## src/rtl/trap_ctrl_pkg.sv

```systemverilog
// Shared constants, state encoding and CSR update helpers for the trap sequencer.
package trap_ctrl_pkg;

  // Exception op codes from the execute stage
  localparam logic [3:0] C_EXCEPTOP_NONE    = 4'd0;
  localparam logic [3:0] C_EXCEPTOP_ECALL   = 4'd1;
  localparam logic [3:0] C_EXCEPTOP_EBREAK  = 4'd2;
  localparam logic [3:0] C_EXCEPTOP_ILLEGAL = 4'd3;

  // Machine-mode CSR addresses
  localparam logic [11:0] CSR_ADDR_MSTATUS = 12'h300;
  localparam logic [11:0] CSR_ADDR_MIE     = 12'h304;
  localparam logic [11:0] CSR_ADDR_MTVEC   = 12'h305;
  localparam logic [11:0] CSR_ADDR_MEPC    = 12'h341;
  localparam logic [11:0] CSR_ADDR_MCAUSE  = 12'h342;
  localparam logic [11:0] CSR_ADDR_MTVAL   = 12'h343;

  // Synchronous exception cause codes
  localparam logic [31:0] EXCEPT_CODE_ECALL_M      = 32'd11;
  localparam logic [31:0] EXCEPT_CODE_BREAKPOINT   = 32'd3;
  localparam logic [31:0] EXCEPT_CODE_ILLEGAL_INSN = 32'd2;

  // Interrupt cause codes (low bits of mcause, interrupt flag in bit 31)
  localparam logic [3:0] IRQ_CODE_MSI = 4'd3;
  localparam logic [3:0] IRQ_CODE_MTI = 4'd7;
  localparam logic [3:0] IRQ_CODE_MEI = 4'd11;

  // mstatus field positions
  localparam int unsigned MSTATUS_MIE  = 3;
  localparam int unsigned MSTATUS_MPIE = 7;

  typedef enum logic [2:0] {
    ST_IDLE,
    ST_W_MEPC,
    ST_W_MCAUSE,
    ST_W_MTVAL,
    ST_W_MSTATUS,
    ST_R_MSTATUS,
    ST_REDIRECT
  } state_t;

  function automatic logic [31:0] except_cause(input logic [3:0] op);
    logic [31:0] c;
    c = '0;
    case (op)
      C_EXCEPTOP_ECALL:   c = EXCEPT_CODE_ECALL_M;
      C_EXCEPTOP_EBREAK:  c = EXCEPT_CODE_BREAKPOINT;
      C_EXCEPTOP_ILLEGAL: c = EXCEPT_CODE_ILLEGAL_INSN;
      default:            c = '0;
    endcase
    return c;
  endfunction

  // Trap entry: stash MIE in MPIE, disable interrupts, previous mode = M
  function automatic logic [31:0] trap_mstatus(input logic [31:0] m);
    logic [31:0] r;
    r               = m;
    r[MSTATUS_MPIE] = m[MSTATUS_MIE];
    r[MSTATUS_MIE]  = 1'b0;
    r[12:11]        = 2'b11;
    return r;
  endfunction

  // Trap return: restore MIE from MPIE, set MPIE, previous mode = M
  function automatic logic [31:0] mret_mstatus(input logic [31:0] m);
    logic [31:0] r;
    r               = m;
    r[MSTATUS_MIE]  = m[MSTATUS_MPIE];
    r[MSTATUS_MPIE] = 1'b1;
    r[12:11]        = 2'b11;
    return r;
  endfunction

endpackage

```

## src/rtl/trap_ctrl_irq_arbiter.sv

```systemverilog
// Fixed-priority interrupt selector: external > software > timer, gated by the
// global MIE bit and the per-source mie enables.
module trap_ctrl_irq_arbiter
  import trap_ctrl_pkg::*;
(
  input  logic        irq_ext,
  input  logic        irq_sw,
  input  logic        irq_timer,
  input  logic        global_en,
  input  logic [31:0] mie,
  output logic        irq_valid,
  output logic [3:0]  irq_code
);

  logic unused_mie;
  assign unused_mie = ^{mie[31:12], mie[10:8], mie[6:4], mie[2:0]};

  // Pick the highest-priority enabled pending source
  always_comb begin
    irq_valid = 1'b0;
    irq_code  = '0;
    if (global_en) begin
      if (irq_ext && mie[11]) begin
        irq_valid = 1'b1;
        irq_code  = IRQ_CODE_MEI;
      end else if (irq_sw && mie[3]) begin
        irq_valid = 1'b1;
        irq_code  = IRQ_CODE_MSI;
      end else if (irq_timer && mie[7]) begin
        irq_valid = 1'b1;
        irq_code  = IRQ_CODE_MTI;
      end
    end
  end

endmodule

```

## src/rtl/trap_ctrl.sv

```systemverilog
// Machine-mode trap sequencer: accepts one exception/interrupt/MRET event,
// streams its CSR writes over the single write port, then redirects fetch.
// Optional TRAP_CTRL_VECTORED_EN: vectored interrupt targets when mtvec[1:0]==01.
module trap_ctrl
  import trap_ctrl_pkg::*;
#(
  parameter logic [31:0] RESET_VECTOR = 32'h0000_0000
) (
  input  logic        clk,
  input  logic        reset,
  input  logic        stall,
  input  logic        except_en,
  input  logic [3:0]  except_op,
  input  logic [31:0] except_pc,
  input  logic [31:0] except_tval,
  input  logic        mret_en,
  input  logic [31:0] next_pc,
  input  logic        irq_ext,
  input  logic        irq_sw,
  input  logic        irq_timer,
  input  logic [31:0] mstatus,
  input  logic [31:0] mie,
  input  logic [31:0] mtvec,
  input  logic [31:0] mepc,
  output logic        csr_wr_en,
  output logic [11:0] csr_wr_addr,
  output logic [31:0] csr_wr_data,
  output logic        flush,
  output logic        busy,
  output logic        redirect_valid,
  output logic [31:0] redirect_pc
);

  state_t      state;
  logic [31:0] cause_q;
  logic [31:0] tval_q;

  logic        irq_valid;
  logic [3:0]  irq_code;
  logic        take_trap;
  logic        take_mret;
  logic [31:0] ev_epc;
  logic [31:0] ev_cause;
  logic [31:0] ev_tval;
  logic [31:0] trap_base;
  logic [31:0] trap_target;

  trap_ctrl_irq_arbiter u_irq_arbiter (
    .irq_ext   (irq_ext),
    .irq_sw    (irq_sw),
    .irq_timer (irq_timer),
    .global_en (mstatus[MSTATUS_MIE]),
    .mie       (mie),
    .irq_valid (irq_valid),
    .irq_code  (irq_code)
  );

  // Event acceptance and the values captured with it
  always_comb begin
    take_trap = 1'b0;
    take_mret = 1'b0;
    ev_epc    = next_pc;
    ev_cause  = {1'b1, 27'b0, irq_code};
    ev_tval   = '0;
    if (except_en) begin
      ev_epc   = except_pc;
      ev_cause = except_cause(except_op);
      ev_tval  = except_tval;
    end
    if (state == ST_IDLE && !stall && !reset) begin
      if (except_en || irq_valid) begin
        take_trap = 1'b1;
      end else if (mret_en) begin
        take_mret = 1'b1;
      end
    end
  end

  // Trap vector; the captured cause tells interrupts apart for vectored mode
  always_comb begin
    trap_base = mtvec & ~32'h3;
    if (trap_base == '0) begin
      trap_base = RESET_VECTOR;
    end
    trap_target = trap_base;
`ifdef TRAP_CTRL_VECTORED_EN
    if (mtvec[1:0] == 2'b01 && cause_q[31]) begin
      trap_target = trap_base + {26'b0, cause_q[3:0], 2'b00};
    end
`endif
  end

  assign flush = take_trap | take_mret;
  assign busy  = (state != ST_IDLE);

  // Sequencer; outputs are registered alongside the state they belong to,
  // so a stalled cycle simply keeps every output where it was.
  always_ff @(posedge clk) begin
    if (reset) begin
      state          <= ST_IDLE;
      cause_q        <= '0;
      tval_q         <= '0;
      csr_wr_en      <= 1'b0;
      csr_wr_addr    <= '0;
      csr_wr_data    <= '0;
      redirect_valid <= 1'b0;
      redirect_pc    <= '0;
    end else if (!stall) begin
      csr_wr_en      <= 1'b0;
      csr_wr_addr    <= '0;
      csr_wr_data    <= '0;
      redirect_valid <= 1'b0;
      redirect_pc    <= '0;
      case (state)
        ST_IDLE: begin
          if (take_trap) begin
            state       <= ST_W_MEPC;
            cause_q     <= ev_cause;
            tval_q      <= ev_tval;
            csr_wr_en   <= 1'b1;
            csr_wr_addr <= CSR_ADDR_MEPC;
            csr_wr_data <= ev_epc & ~32'h3;
          end else if (take_mret) begin
            state       <= ST_R_MSTATUS;
            csr_wr_en   <= 1'b1;
            csr_wr_addr <= CSR_ADDR_MSTATUS;
            csr_wr_data <= mret_mstatus(mstatus);
          end
        end
        ST_W_MEPC: begin
          state       <= ST_W_MCAUSE;
          csr_wr_en   <= 1'b1;
          csr_wr_addr <= CSR_ADDR_MCAUSE;
          csr_wr_data <= cause_q;
        end
        ST_W_MCAUSE: begin
          state       <= ST_W_MTVAL;
          csr_wr_en   <= 1'b1;
          csr_wr_addr <= CSR_ADDR_MTVAL;
          csr_wr_data <= tval_q;
        end
        ST_W_MTVAL: begin
          state       <= ST_W_MSTATUS;
          csr_wr_en   <= 1'b1;
          csr_wr_addr <= CSR_ADDR_MSTATUS;
          csr_wr_data <= trap_mstatus(mstatus);
        end
        ST_W_MSTATUS: begin
          state          <= ST_REDIRECT;
          redirect_valid <= 1'b1;
          redirect_pc    <= trap_target;
        end
        ST_R_MSTATUS: begin
          state          <= ST_REDIRECT;
          redirect_valid <= 1'b1;
          redirect_pc    <= mepc & ~32'h3;
        end
        ST_REDIRECT: begin
          state <= ST_IDLE;
        end
        default: begin
          state <= ST_IDLE;
        end
      endcase
    end
  end

endmodule

```

## config.mk

```make
export PLATFORM = sky130hd
export DESIGN_NAME = trap_ctrl
export DESIGN_NICKNAME = d
export VERILOG_FILES = /design/src/rtl/trap_ctrl_pkg.sv /design/src/rtl/trap_ctrl_irq_arbiter.sv /design/src/rtl/trap_ctrl.sv
export SDC_FILE = /design/constraint.sdc
export NUM_CORES = 1
export LEC_CHECK = 0
export CAP_MARGIN = 20
export CORE_MARGIN = 1
export CORE_UTILIZATION = 35
export CTS_BUF_LIST = sky130_fd_sc_hd__clkbuf_8
export CTS_CLUSTER_DIAMETER = 60
export DETAILED_ROUTE_END_ITERATION = 6
export PLACE_DENSITY_LB_ADDON = 0.12
export SYNTH_ARGS = -nofsm -noshare
export SYNTH_HDL_FRONTEND = slang
export SYNTH_SLANG_ARGS = --single-unit
```

## constraint.sdc

```tcl
create_clock -name clk -period 1.7 [get_ports clk]
set_input_delay 0.17 -clock clk [delete_from_list [all_inputs] [get_ports clk]]
set_output_delay 0.17 -clock clk [all_outputs]
set_load 0.02 [all_outputs]
```

==> qor.csv, run 1 <==
stage,metric,value,unit
status,status,finished with violations,
status,violations,setup timing,
placed_design,gp_congestion,0.8520,
floorplanning,core_area,14040,sq um
clock_tree,cts_sinks,108,
global_route,grt_overflow_total,0,
sta,worst_slew_margin_rel,54.89,%
global_route,grt_use_met1,29.74,%
sta,period_minus_slack,1.859,ns
global_route,grt_start_max_net_pins,59,
critical_path,path_class,reg -> out,
power_and_ir_drop,power_density,759.6,nW/um^2
critical_path,crit_start,state[0],
power_and_ir_drop,power.internal,4.583,mW
power_and_ir_drop,power_leakage,3.133,nW
global_route,grtUsageMet2,45.22,%
route,drt_iter0_markers,355,
global_route,grt_pass1_vias,5809,
critical_path,arrival,1.69,ns
min_path,min_from,reset,
synth,ys_ff_latch,108,
global_route,grt_use_total,25.72,%
synth,yosys.area.top_type,dfxtp_1,
synth,synth.avg_cell_area,8.589,sq um
placed_design,place_ws,-0.4127,ns
cells_and_area,drive_above_1_share,16.29,%
critical_path,startpoint_type,flip-flop,
clock_tree,clkSlewWorstSetupHoldPaths,0.11,ns
synth,synthTopCellsByArea,"dfxtp_1 (43%), a221oi_1 (7.6%), a22o_1 (5.3%)",
job,drv_cap,0,
route,post_drt_wl_per_cell,19.64,microns
sta,layout_setup_ws,-0.1591,ns
cells_and_area,utilization,62.72,%
critical_path,endpoint_kind,output port,
synth,ys_types,51,
global_route,use_met3,4.414,%
sta,fin_crit_sh,109.4,%
critical_path,crit_fanout,3,
route,vias,5948,
global_route,grt_antenna_before_repair,0,
placed_design,io_buffers,267,
clock_tree,cts_made_buffers,9,
critical_path,timing.rr.start,state[0],
route,drc,0,
clock_tree,postCtsHoldBufs,0,
synth,synth_seq_area_share,42.52,%
sta,rsz0062_at_grt,true,
power_and_ir_drop,p_total,6.690,mW
power_and_ir_drop,p_seq_share,42.2,%
route,ant_nets,0,
floorplanning,row_count,43,
floorplanning,die_y,122.5,microns
placed_design,place_inst,1030,
synth,postSynthCellCount,592,
synth,synth_area,5085,sq um
sta,hold_viol_final,0,
sta,fmax,537.9,MHz
clock_tree,cts_tree,built,
synth,synth-edff-count,0,
placed_design,hpwl,14430,microns
min_path,hp-class,in -> reg,
global_route,grt_pass1_wl,29630,microns
power_and_ir_drop,peakVddDrop,0.0004126,V
critical_path,worstPathRequired,1.53,ns
power_and_ir_drop,combPwrFrac,33.5,%
sta,fin_setup_tns,-4.862,ns
global_route,grt.busiest_layer,met2,
cells_and_area,n_antenna_cell,0,
clock_tree,clock_latency,0.38,ns
power_and_ir_drop,netSwitchingPower,2.107,mW
power_and_ir_drop,swShare,31.50,%
synth,ys_async_sr_fraction,0,%
sta,fin_worst_skew,0.01380,ns
clock_tree,clock_path_buffers,2,
sta,slew_viol_final,0,
floorplanning,ios,316,
route,wl,20780,microns
synth,yosysMostFrequentCell,dfxtp_1,
sta,tightest_slew,0.6767,ns
route,dr.pass1.iters,6,
route,vias_per_cell,5.622,
clock_tree,root_buffer,clkbuf_8,
synth,synth_top_area_share,42.52,%
floorplanning,die-area,15010,sq um
cells_and_area,area_delta_synth_final,73.20,%
floorplanning,die_x,122.5,microns
synth,synthFlopType,dfxtp_1,
clock_tree,ctsHtreeMaxLevel,3,
cells_and_area,final_nets,1109,
sta,finalSetupViolations,70,
cells_and_area,final_cells,1058,
synth,synth_warnings,0,
cells_and_area,nFillCells,1184,
floorplanning,start_util,36.21,%
synth,synthTopCellsByCount,"dfxtp_1 (108), nor2_1 (60), nand2_1 (48)",
power_and_ir_drop,clkPwrFrac,24.3,%
==> worst max-delay path, cell delays in order, from the launching register on <==
cell and delay, ns:
dfxtp_2 0.35, or4_4 0.55, nor2_4 0.13, o31a_1 0.17, buf_6 0.12
==> sequential cells by signal (all words and copies together), names as in the netlist <==
name / flops
cause_q: 5
redirect_pc: 30
state: 3
csr_wr_addr: 4
csr_wr_data: 32
tval_q: 32
csr_wr_en: 1
redirect_valid: 1
==> layout by cell type, fill, tap and decap left out, drive strengths merged, types with 2 or more instances in the layout <==
| cell type | instances |
|---|---|
| or3 | 3 |
| a221oi | 44 |
| a222oi | 2 |
| clkinv | 3 |
| inv | 7 |
| clkinvlp | 2 |
| clkbuf | 13 |
| a22o | 31 |
| nor4 | 3 |
| dfxtp | 108 |
| and3 | 2 |
| nor3 | 38 |
| mux2 | 19 |
| buf | 62 |
| nor3b | 2 |
| a211oi | 2 |
| conb | 9 |
| nor2 | 60 |
| nand2 | 48 |
| a21o | 2 |
| a31oi | 27 |
| clkdlybuf4s50 | 263 |
| nand4b | 2 |
| a22oi | 27 |
| and2 | 3 |
| o21ai | 50 |
| a21oi | 16 |
| o2111a | 2 |
| a311oi | 3 |
| nand2b | 2 |
| nor2b | 4 |
==> layer usage <==
layer / vias to the layer above / routed length (microns) / share of wire [%]
met5: - / 0 / 0
met1: 2813 / 8237 / 40
met2: 296 / 10140 / 49
met3: 58 / 1592 / 7.7
li1: 2781 / - / -
met4: 0 / 814 / 3.9
==> stage by stage <==
stage                     hold slack (ns)  cell area (sq um)
after global placement             0.4550               8222
after detailed placement           0.4590               8222
after floorplan                    0.2772               5116
after CTS                          0.2159               8502
final                              0.2415               8807
after global routing               0.2358               8807
==> cell type report <==
cell class	instances	area, sq um	share of cell area (%)
well taps	180	225.2	2.557
clock inverters	7	76.32	0.8666
clock buffers	9	123.9	1.406
inverters	6	22.52	0.2557
multi-input cells	418	2803	31.82
flip-flops and latches	108	2165	24.58
repair buffers	330	3392	38.51
==> power by group through the flow <==
stage               Combinational, mW  Clock [mW]  Sequential (mW)
finish                           2.24        1.62             2.82
floorplan                       0.841           0             2.96
global route                     2.39        1.73             2.84
CTS                              2.11        1.64             2.81
global placement                 2.01           0             2.86
detailed placement               2.05           0             2.87
==> repair_timing <==
| action | 4_1_cts | 5_1_grt |
|---|---|---|
| gates resized for setup | 23 | 40 |
| pin swaps | 1 | 15 |
| buffers inserted | 0 | 5 |
| cloned | 2 | 5 |
| setup endpoints to repair | 59 | 81 |
| hold endpoints to repair | 0 | 0 |
==> worst paths after layout <==
check	end	slack [ns]	cells after the start
max	flush	-0.16	4
min reg2reg	csr_wr_addr[0]	0.47	2
min	csr_wr_addr[0]	0.24	3
max reg2reg	csr_wr_data[31]	-0.16	7
==> logic make-up (layout without fill, tap and decap cells) <==
group	count (synthesis)	count (layout)	synth area share (%)
xor gates and xnor gates	1	1	0.1723
and+or+nand+nor	172	172	15.72
AOI/OAI and AO/OA	216	216	30.41
buffers and inverters	74	352	6.693
other	1	9	0.07375
muxes	20	20	4.405
DFF	108	108	42.52
(Power assumes the default switching activity.)
==> inputs of run 2 (changes only) <==
CORE_ASPECT_RATIO = 1.4   (was unset)
CORE_UTILIZATION = 34   (was 35)
SYNTH_HIERARCHICAL = 1   (was unset)
==> qor.csv, run 2 <==
stage,metric,value,unit,change
status,status,finished with violations,,
status,violations,setup timing,,
power_and_ir_drop,p_seq_share,45.5,%,+3.3 points
route,ant_nets,0,,unchanged
sta,rsz0062_at_grt,true,,
route,vias_per_cell,5.393,,-4.1%
synth,synth_seq_area_share,42.92,%,+0.40 points
floorplanning,die_y,146.0,microns,+19%
synth,ys_ff_latch,108,,unchanged
clock_tree,clkSlewWorstSetupHoldPaths,0.10,ns,about the same
sta,period_minus_slack,1.928,ns,+0.06859 ns
min_path,hp-class,in -> reg,,
job,drv_cap,0,,unchanged
route,drt_iter0_markers,380,,+7.0%
cells_and_area,layout_common_cells,"clkdlybuf4s50_1 (256), dfxtp_1 (107), nor2_1 (79)",,
power_and_ir_drop,swShare,26.58,%,-4.9 points
power_and_ir_drop,netSwitchingPower,1.578,mW,-25%
critical_path,cp_slowest_stage_delay,0.49,ns,-0.06 ns
power_and_ir_drop,peakVddDrop,0.0005290,V,+28%
sta,slew_viol_final,0,,unchanged
critical_path,worstPathRequired,1.92,ns,+0.39 ns
floorplanning,start_util,34.88,%,-1.3 points
placed_design,io_buffers,267,,unchanged
power_and_ir_drop,power_leakage,3.034,nW,-3.2%
power_and_ir_drop,clkPwrFrac,29.1,%,+4.8 points
synth,postSynthCellCount,573,,-3.2%
route,drc,0,,unchanged
clock_tree,cts_sinks,108,,unchanged
clock_tree,cts_tree,built,,
critical_path,path_class,reg -> reg,,
synth,synthTopCellsByCount,"dfxtp_1 (108), nor2_1 (80), a221oi_1 (52)",,
synth,synthTopCellsByArea,"dfxtp_1 (43%), a221oi_1 (9.0%), nor2_1 (6.0%)",,
critical_path,arrival,2.15,ns,+0.46 ns
global_route,grt_use_total,22.23,%,-3.5 points
synth,yosys.area.top_type,dfxtp_1,,
critical_path,crit_fanout,11,,+8
sta,tightest_slew,0.8096,ns,+0.1329 ns
synth,synth.avg_cell_area,8.791,sq um,+2.3%
power_and_ir_drop,power.internal,4.359,mW,-4.9%
synth,ys_types,49,,-3.9%
critical_path,critPathBufInv,2,,+1
synth,synth-edff-count,0,,unchanged
sta,finalSetupViolations,68,,-2.9%
clock_tree,cts_made_buffers,9,,unchanged
cells_and_area,drive_above_1_share,14.49,%,-1.8 points
critical_path,endpoint_kind,flip-flop,,
sta,fin_worst_skew,0.01095,ns,-0.002849 ns
sta,layout_setup_ws,-0.2277,ns,-0.06859 ns
floorplanning,ios,316,,unchanged
synth,yosysMostFrequentCell,dfxtp_1,,
power_and_ir_drop,combPwrFrac,25.4,%,-8.1 points
global_route,grt_antenna_before_repair,1,,+1
critical_path,critical-path-top-delay-family,simple AND/OR/NAND/NOR gates,,
critical_path,cp_slowest_cell,or4_4,,
floorplanning,row_count,52,,+21%
route,dr.pass1.iters,6,,unchanged
sta,fin_crit_sh,113.4,%,+4.0 points
clock_tree,postCtsHoldBufs,0,,unchanged
synth,synth_area,5037,sq um,-0.94%
clock_tree,root_buffer,clkbuf_8,,
sta,worst_slew_margin_rel,46.03,%,-8.9 points
power_and_ir_drop,power_density,696.0,nW/um^2,-8.4%
global_route,grt_overflow_total,0,,unchanged
global_route,grt_start_max_net_pins,93,,+58%
cells_and_area,top_regs,"csr_wr_data x32, tval_q x32, redirect_pc x30",,
floorplanning,core_area,14440,sq um,+2.9%
clock_tree,clock_path_buffers,2,,unchanged
placed_design,hpwl,12790,microns,-11%
global_route,grt_pass1_vias,5438,,-6.4%
critical_path,worstPathCellList,or4_4 -> buf_6 -> or3_4 -> buf_12 -> a22oi_1 -> nor2_1,,
critical_path,startpoint_type,flip-flop,,
synth,synth_warnings,6,,+6
cells_and_area,area_delta_synth_final,69.35,%,
synth,synth_top_area_share,42.92,%,+0.40 points
sta,hold_viol_final,0,,unchanged
sta,holdWs,0.3028,ns,+0.06122 ns
placed_design,gp_congestion,0.8235,,-3.3%
power_and_ir_drop,p_total,5.938,mW,-11%
floorplanning,die_x,104.9,microns,-14%
synth,synthFlopType,dfxtp_1,,
clock_tree,ctsHtreeMaxLevel,3,,unchanged
floorplanning,die-area,15310,sq um,+2.0%
sta,fmax,518.8,MHz,-3.6%
route,wl,18160,microns,-13%
cells_and_area,layout_commonest_cell,clkdlybuf4s50_1,,
cells_and_area,final_nets,1073,,-3.2%
global_route,grt_pass1_wl,27060,microns,-8.7%
clock_tree,clock_latency,0.37,ns,about the same
route,vias,5566,,-6.4%
synth,ys_async_sr_fraction,0,%,unchanged
route,post_drt_wl_per_cell,17.60,microns,-10%
[run 2: power by group through the flow]
stage | logic (mW) | clock network (mW) | registers, mW
3_5_place_dp | 1.42 | 0 | 2.76
6_report | 1.51 | 1.73 | 2.70
2_1_floorplan | 0.554 | 0 | 2.83
5_1_grt | 1.61 | 1.88 | 2.71
3_3_place_gp | 1.40 | 0 | 2.75
4_1_cts | 1.45 | 1.79 | 2.70
[run 2: stage by stage]
stage	instances	area (sq um)	utilization (%)	setup TNS, ns	worst slack (ns)
after CTS	1025	8314	57.56	-11.08	-0.2500
after floorplan	581	5127	-	-9.155	-0.2062
final	1032	8531	59.06	-10.90	-0.2277
after global placement	1005	8008	55.44	-39.56	-0.6402
after global routing	1031	8528	59.04	-15.67	-0.2898
after detailed placement	1005	8008	55.44	-45.22	-0.6702
[run 2: tightest hold or removal path, cell delays in order]
cell	delay (ns)
buf_2	0.09
buf_4	0.13
nor2_1	0.05
nand2_1	0.06
o221ai_1	0.10
[run 2: per-layer routing]
metal | share of wire (%) | up-vias | track usage, %
li1 | - | 2660 | -
met1 | 39 | 2629 | 23.60
met2 | 52 | 243 | 41.89
met3 | 6.6 | 34 | 5.045
met4 | 2.6 | 0 | 8.873
met5 | 0 | - | 0
[run 2: final cells by class]
type | instances | area, sq um
clock buffer | 10 | 137.6
fill | 1345 | 5913
multi-input combinational | 380 | 2616
tap | 189 | 236.5
sequential | 108 | 2163
timing repair buffer | 312 | 3189
clock inverter | 6 | 87.58
antenna | 1 | 2.502
inverter | 26 | 97.59
[run 2: repair_timing]
action / 4_1_cts / 5_1_grt
resized for setup: 31 / 25
pin swaps: 24 / 7
setup endpoints to repair: 72 / 72
setup buffers: 3 / 2
cloned: 1 / 4
[run 2: final timing paths]
check / from / cells after the start / slack, ns / end
worst max-delay path: state[2] / 6 / -0.23 / tval_q[11]
worst min-delay path: reset / 5 / 0.30 / csr_wr_data[7]
worst max register to register: state[2] / 6 / -0.23 / tval_q[11]
worst min register to register: csr_wr_data[0] / 2 / 0.46 / csr_wr_data[0]
[run 2: cells by family after synthesis]
family,after synthesis,share of synthesized area [%]
simple gates,181,16.29
compound gates,161,25.93
flops,108,42.92
buf+inv,93,8.495
mux,27,5.936
xor+xnor,2,0.3478
other cells,1,0.07444
